[config.mk]
export PLATFORM = sky130hd
export DESIGN_NAME = sync_fifo
export DESIGN_NICKNAME = d
export VERILOG_FILES = /design/src/rtl/fifo_pkg.sv /design/src/rtl/fifo_mem.sv /design/src/rtl/sync_fifo.sv
export SDC_FILE = /design/constraint.sdc
export NUM_CORES = 1
export LEC_CHECK = 0
export CAP_MARGIN = 20
export CORE_MARGIN = 10
export CORE_UTILIZATION = 54
export DETAILED_ROUTE_END_ITERATION = 12
export GPL_TIMING_DRIVEN = 0
export PLACE_DENSITY = 0.77
export SLEW_MARGIN = 20
export SYNTH_ARGS = -nofsm -noshare
export SYNTH_HDL_FRONTEND = slang
export SYNTH_SLANG_ARGS = --single-unit
[constraint.sdc]
create_clock -name clk -period 2.72 [get_ports clk]
set_clock_uncertainty 0.05 [all_clocks]
set_input_delay 0.544 -clock clk [delete_from_list [all_inputs] [get_ports clk]]
set_output_delay 0.544 -clock clk [all_outputs]
set_load 0.02 [all_outputs]
[src/rtl/fifo_pkg.sv]
// ---------------------------------------------------------------------------
// fifo_pkg
// Shared defaults and sizing helpers for the synchronous FIFO, used by both
// the RTL and its testbench so the two always agree on pointer/count widths.
//   FIFO_WIDTH_DEF : default data word width
//   FIFO_DEPTH_DEF : default number of storage entries
//   fifoPtrW()     : address/pointer width for a given depth
//   fifoCntW()     : occupancy counter width (must represent 0..depth)
// ---------------------------------------------------------------------------
package fifo_pkg;

  localparam int FIFO_WIDTH_DEF = 8;
  localparam int FIFO_DEPTH_DEF = 16;

  // Pointer width: depth is a power of two, so pointers wrap naturally.
  function automatic int fifoPtrW(input int depth);
    return $clog2(depth);
  endfunction

  // Count needs one extra bit so that "completely full" is representable.
  function automatic int fifoCntW(input int depth);
    return $clog2(depth) + 1;
  endfunction

endpackage

[src/rtl/fifo_mem.sv]
// ---------------------------------------------------------------------------
// fifo_mem
// DEPTH x WIDTH storage array with one synchronous write port and one
// synchronous read port. No reset: contents are don't-care until written.
//   clk     : clock
//   we_i    : write enable
//   waddr_i : write address
//   wdata_i : write data
//   re_i    : read enable, loads rdata_o on the edge
//   raddr_i : read address
//   rdata_o : registered read data, holds when re_i is low
// ---------------------------------------------------------------------------
module fifo_mem #(
  parameter int WIDTH = 8,
  parameter int DEPTH = 16,
  parameter int AW    = 4
) (
  input  logic             clk,
  input  logic             we_i,
  input  logic [AW-1:0]    waddr_i,
  input  logic [WIDTH-1:0] wdata_i,
  input  logic             re_i,
  input  logic [AW-1:0]    raddr_i,
  output logic [WIDTH-1:0] rdata_o
);

  logic [WIDTH-1:0] mem_q [DEPTH];
  logic [WIDTH-1:0] rdata_q;

  // Write and read ports share a clock. The controller only enables both
  // on the same address when the FIFO is empty or full, and in those cases
  // one of the two requests is always rejected, so no read-during-write
  // ordering question arises.
  always_ff @(posedge clk) begin
    if (we_i) begin
      mem_q[waddr_i] <= wdata_i;
    end
    if (re_i) begin
      rdata_q <= mem_q[raddr_i];
    end
  end

  assign rdata_o = rdata_q;

endmodule

[src/rtl/sync_fifo.sv]
// ---------------------------------------------------------------------------
// sync_fifo
// Single-clock FIFO with occupancy count, threshold flags and sticky
// overflow/underflow error flags. Storage lives in fifo_mem; this module
// holds pointers, count and error state.
//   clk, rst       : clock, asynchronous active-high reset
//   push, data_i   : write request and data (accepted when not full)
//   pop, data_o    : read request (accepted when not empty), registered data
//   full, empty    : count == DEPTH / count == 0
//   almost_full    : count >= AF_LEVEL
//   almost_empty   : count <= AE_LEVEL
//   count          : occupancy 0..DEPTH
//   overflow       : sticky, set by a rejected push
//   underflow      : sticky, set by a rejected pop
//   clr_err        : synchronous clear of both error flags
// ---------------------------------------------------------------------------
module sync_fifo
  import fifo_pkg::*;
#(
  parameter int WIDTH    = FIFO_WIDTH_DEF,
  parameter int DEPTH    = FIFO_DEPTH_DEF,
  parameter int AF_LEVEL = DEPTH - 2,
  parameter int AE_LEVEL = 2
) (
  input  logic                      clk,
  input  logic                      rst,
  input  logic                      push,
  input  logic [WIDTH-1:0]          data_i,
  output logic                      full,
  input  logic                      pop,
  output logic [WIDTH-1:0]          data_o,
  output logic                      empty,
  output logic [fifoCntW(DEPTH)-1:0] count,
  output logic                      almost_full,
  output logic                      almost_empty,
  output logic                      overflow,
  output logic                      underflow,
  input  logic                      clr_err
);

  localparam int PW = fifoPtrW(DEPTH);
  localparam int CW = fifoCntW(DEPTH);

  localparam logic [CW-1:0] DEPTH_C = CW'(DEPTH);
  localparam logic [CW-1:0] AF_C    = CW'(AF_LEVEL);
  localparam logic [CW-1:0] AE_C    = CW'(AE_LEVEL);

  logic [PW-1:0]    wrPtr_q, wrPtr_d;
  logic [PW-1:0]    rdPtr_q, rdPtr_d;
  logic [CW-1:0]    count_q, count_d;
  logic             overflow_q, overflow_d;
  logic             underflow_q, underflow_d;
  logic             rdValid_q, rdValid_d;
  logic             pushOk, popOk;
  logic [WIDTH-1:0] memRdata;

  // Status flags decode the count register only, so they never see a
  // combinational path from push/pop.
  assign full         = (count_q == DEPTH_C);
  assign empty        = (count_q == '0);
  assign almost_full  = (count_q >= AF_C);
  assign almost_empty = (count_q <= AE_C);
  assign count        = count_q;
  assign overflow     = overflow_q;
  assign underflow    = underflow_q;

  // Acceptance uses the pre-edge flags, so a push into a full FIFO is
  // rejected even if a pop frees a slot on the same edge (and vice versa).
  assign pushOk = push && !full;
  assign popOk  = pop && !empty;

  // Next-state for pointers, count and error flags. Pointers wrap for free
  // because DEPTH is a power of two. A new error wins over clr_err in the
  // same cycle so no event is ever silently lost.
  always_comb begin
    wrPtr_d     = wrPtr_q;
    rdPtr_d     = rdPtr_q;
    count_d     = count_q;
    rdValid_d   = rdValid_q;
    overflow_d  = overflow_q && !clr_err;
    underflow_d = underflow_q && !clr_err;

    if (pushOk) begin
      wrPtr_d = wrPtr_q + PW'(1);
    end
    if (popOk) begin
      rdPtr_d   = rdPtr_q + PW'(1);
      rdValid_d = 1'b1;
    end

    case ({pushOk, popOk})
      2'b10:   count_d = count_q + CW'(1);
      2'b01:   count_d = count_q - CW'(1);
      default: count_d = count_q;
    endcase

    if (push && full) begin
      overflow_d = 1'b1;
    end
    if (pop && empty) begin
      underflow_d = 1'b1;
    end
  end

  // State registers. Reset empties the FIFO immediately; memory contents
  // are left alone since the pointers make them unreachable.
  always_ff @(posedge clk or posedge rst) begin
    if (rst) begin
      wrPtr_q     <= '0;
      rdPtr_q     <= '0;
      count_q     <= '0;
      overflow_q  <= 1'b0;
      underflow_q <= 1'b0;
      rdValid_q   <= 1'b0;
    end else begin
      wrPtr_q     <= wrPtr_d;
      rdPtr_q     <= rdPtr_d;
      count_q     <= count_d;
      overflow_q  <= overflow_d;
      underflow_q <= underflow_d;
      rdValid_q   <= rdValid_d;
    end
  end

  // The memory read register has no reset, so data_o is forced to zero
  // until the first accepted pop after reset loads it with real data.
  assign data_o = rdValid_q ? memRdata : '0;

  fifo_mem #(
    .WIDTH (WIDTH),
    .DEPTH (DEPTH),
    .AW    (PW)
  ) uMem (
    .clk     (clk),
    .we_i    (pushOk),
    .waddr_i (wrPtr_q),
    .wdata_i (data_i),
    .re_i    (popOk),
    .raddr_i (rdPtr_q),
    .rdata_o (memRdata)
  );

endmodule

==> metrics <==
Fin Hold WS 0.4516 ns; Final GP Congestion 0.8197; first-pass GRT wire length 20150 um; Fin Setup TNS 0 ns; DRC viols 0; WP data arrival 2.02 ns; Reg-to-Reg Start count[1]$_DFFE_PP0P_; Commonest cells post-synth edfxtp_1 (136), mux2i_1 (32), dfrtp_1 (16), mux4_2 (16), nand2_1 (16); row count 39; number of port buffers 31; DR iter-0 viols 354; Hold Path Class reg2reg; Async SR Flop Fraction 0.1053; CTS tree done; Crit path max-delay family buffers and inverters; Max Slew Vio Count 0; initial cell density of the core 0.5491; Clk Latency, worst-skew pair 0.42 ns; critical setup path kind reg2out; Synth Area in Compound Gates 0.05892; Non-Filler Instances 566; largest area contributor in the netlist edfxtp_1; worst-path fanout max 9; min-delay src underflow$_DFF_PP0_; R2R setup slack 0.13 ns; worst path bufs/invs 2; number of synthesized flops with an enable pin 136; CTS H-Tree Depth 4; grt total ovfl 0; PD cells 1118 nW/um^2; simple-gate share of the synthesized area 0.04830; CTS Buf Count 17; pin count of the biggest net entering global routing 17; Routed Antenna Nets 0; most frequent cell after synthesis edfxtp_1; RSZ-0062 raised after global routing false; Max-Cap Viols 0; post-layout min period 2.615 ns; share of cells above drive strength 1 0.1868; CTS root buf clkbuf_16; Die Height 127.5 um; initial antenna violation count 0; synthesized cell area 6243 sq um; Hold Path Sink underflow$_DFF_PP0_; GRT Total Usage 0.1660; slew of the pin with the lowest slew margin 0.8932 ns; CP required 2.13 ns; cell area after layout 7398 sq um; final hold vios 0; Yosys reg bits 152; Setup crit start kind flip-flop; mux cell area share after synthesis 0.1126; die area 16260 sq um; Clock Path Buffers 2; period utilization 0.9612; Via density 5.977; synthesized area per cell 17.49 sq um; max_slew headroom 0.4024; Peak VDD IR 0.7492 mV; routed via count 3383; # placed instances 531; Post-Synth XOR/XNOR Area 0.01543; Final #Nets 432; Area Overhead vs Synth 18.50%; Largest stage delay, worst path 0.68 ns; final core occ 0.6507; clk sink count 152; CP endpoint kind output port; post-synth cell types 41; core area 11370 sq um; Mapped Cells 357; I/O Pins 32; die width 127.5 um; crit-path cells buf_2 > a2111oi_0 > clkdlybuf4s50_1; Clock transition at path regs 0.06 ns; Synth Flop Type edfxtp_1; synth warn 0; Post-Syn Nets 379; Hold Path Cell Cnt 1; DR WL/cell 22.93 um; Leakage 2.611 nW; r2r worst-path depth 13; slowest stage cell, crit path clkdlybuf4s50_1; Placed Area 6753 sq um; Post-Route WL 12980 um; largest family of logic cells by synthesized area multiplexers; vias in the first global route 3465; outcome finished clean; hpwl dp 8225 um; Initial DRT Pass Iterations 5; Fmax achieved 382.5 MHz; ANT cells 0; final-report setup violation count 0; Seq/Total Area, Yosys 0.7182; Adder-Cell Fraction of Synth Area 0.01804; worst r2r dst count[4]$_DFFE_PP0P_; post-synth top area share 0.6541; ranking of synthesized cells by area edfxtp_1 (65%), dfrtp_1 (6.4%), mux4_2 (5.8%)
## worst max-delay path by stage
stage / start / endpoint / slack, ns / cells past startpoint
floorplan: count[2]$_DFFE_PP0P_ / count[4]$_DFFE_PP0P_ / 0.02 / 11
global placement: pop / count[4]$_DFFE_PP0P_ / -0.48 / 10
detailed placement: pop / count[4]$_DFFE_PP0P_ / -0.62 / 10
CTS: count[1]$_DFFE_PP0P_ / count[4]$_DFFE_PP0P_ / 0.08 / 13
global route: count[2]$_DFFE_PP0P_ / almost_empty / 0.004 / 3
finish: count[2]$_DFFE_PP0P_ / almost_empty / 0.11 / 3
## per-layer routing
metal | routed length [um] | vias up | global-route usage
met3 | 1047 | 20 | 0.05418
met4 | 227 | 0 | 0.05961
met2 | 6475 | 146 | 0.2717
met5 | 0 | - | 0
li1 | - | 1505 | -
met1 | 5226 | 1712 | 0.2018
## cells by family (layout without fill, tap and decap cells)
group / after synthesis / in the layout
compound gates: 49 / 49
mux: 50 / 50
buf+inv: 28 / 94
flops: 152 / 152
fa+ha+maj: 9 / 9
xor+xnor: 11 / 11
simple gates: 58 / 58
## final cells by class
cell class / count / area (sq um)
plain buffers: 20 / 152.6
clock buffers: 19 / 442.9
clock inverters: 13 / 157.7
fillers: 759 / 3971
inverters: 8 / 30.03
multi-input cells: 177 / 1622
flip-flops and latches: 152 / 4484
well taps: 143 / 178.9
repair buffers: 34 / 330.3
## worst reg2reg max path: stages, from the launching register on
cell and delay (ns):
dfrtp_1 0.38, buf_4 0.18, nor4_4 0.26, buf_4 0.18, a21boi_4 0.06, inv_1 0.10
ha_2 0.19, buf_4 0.15, xor2_1 0.08, ha_2 0.19, o211a_1 0.24, o31ai_1 0.21
a31oi_1 0.08, xnor2_1 0.13
## through the flow
step                      setup WS [ns]  total power, mW
after detailed placement        -0.6159            5.866
after global placement          -0.4811            5.763
after floorplan                 0.02445            4.974
after global routing           0.003982            8.616
final                            0.1055            8.270
after CTS                       0.07983            8.269
## what timing repair did
item                       4_1_cts  5_1_grt
buffers inserted                 3        0
setup endpoints to repair        4        1
gates cloned                     0        0
pin swaps                        3        0
gates resized for setup          4        6
hold buffers                     0        0
## sequential cells by signal, summed over array words and instances, names as in the netlist
name / count
count: 5
overflow: 1
rdPtr_q: 4
rdValid_q: 1
uMem.mem_q: 128
uMem.rdata_o: 8
underflow: 1
wrPtr_q: 4
## layout by cell type, fill, tap and decap left out, drive strengths merged, types with 2 or more instances in the layout
cell type	synthesis	final
clkbuf	5	24
and2	12	12
clkinvlp	0	3
nand2b	3	3
ha	9	9
nor2	14	14
dlygate4sd2	0	2
a221oi	16	16
nand3	2	2
nor3	4	4
inv	8	15
mux2	2	2
clkdlybuf4s50	0	29
a22o	2	2
buf	15	18
a22oi	8	8
o21ai	13	13
nor2b	2	2
nand2	16	16
edfxtp	136	136
mux4	16	16
bufinv	0	2
xnor2	7	7
xor2	4	4
mux2i	32	32
dfrtp	16	16
a21boi	2	2
a21oi	3	3
## power by group
part | switching, mW | internal [mW] | leakage [nW] | total (mW)
registers | 0.151 | 2.96 | 1.42 | 3.11
clock network | 0.970 | 1.40 | 0.285 | 2.37
logic | 1.60 | 1.19 | 0.904 | 2.79
Power figures use the tool's default switching activity.
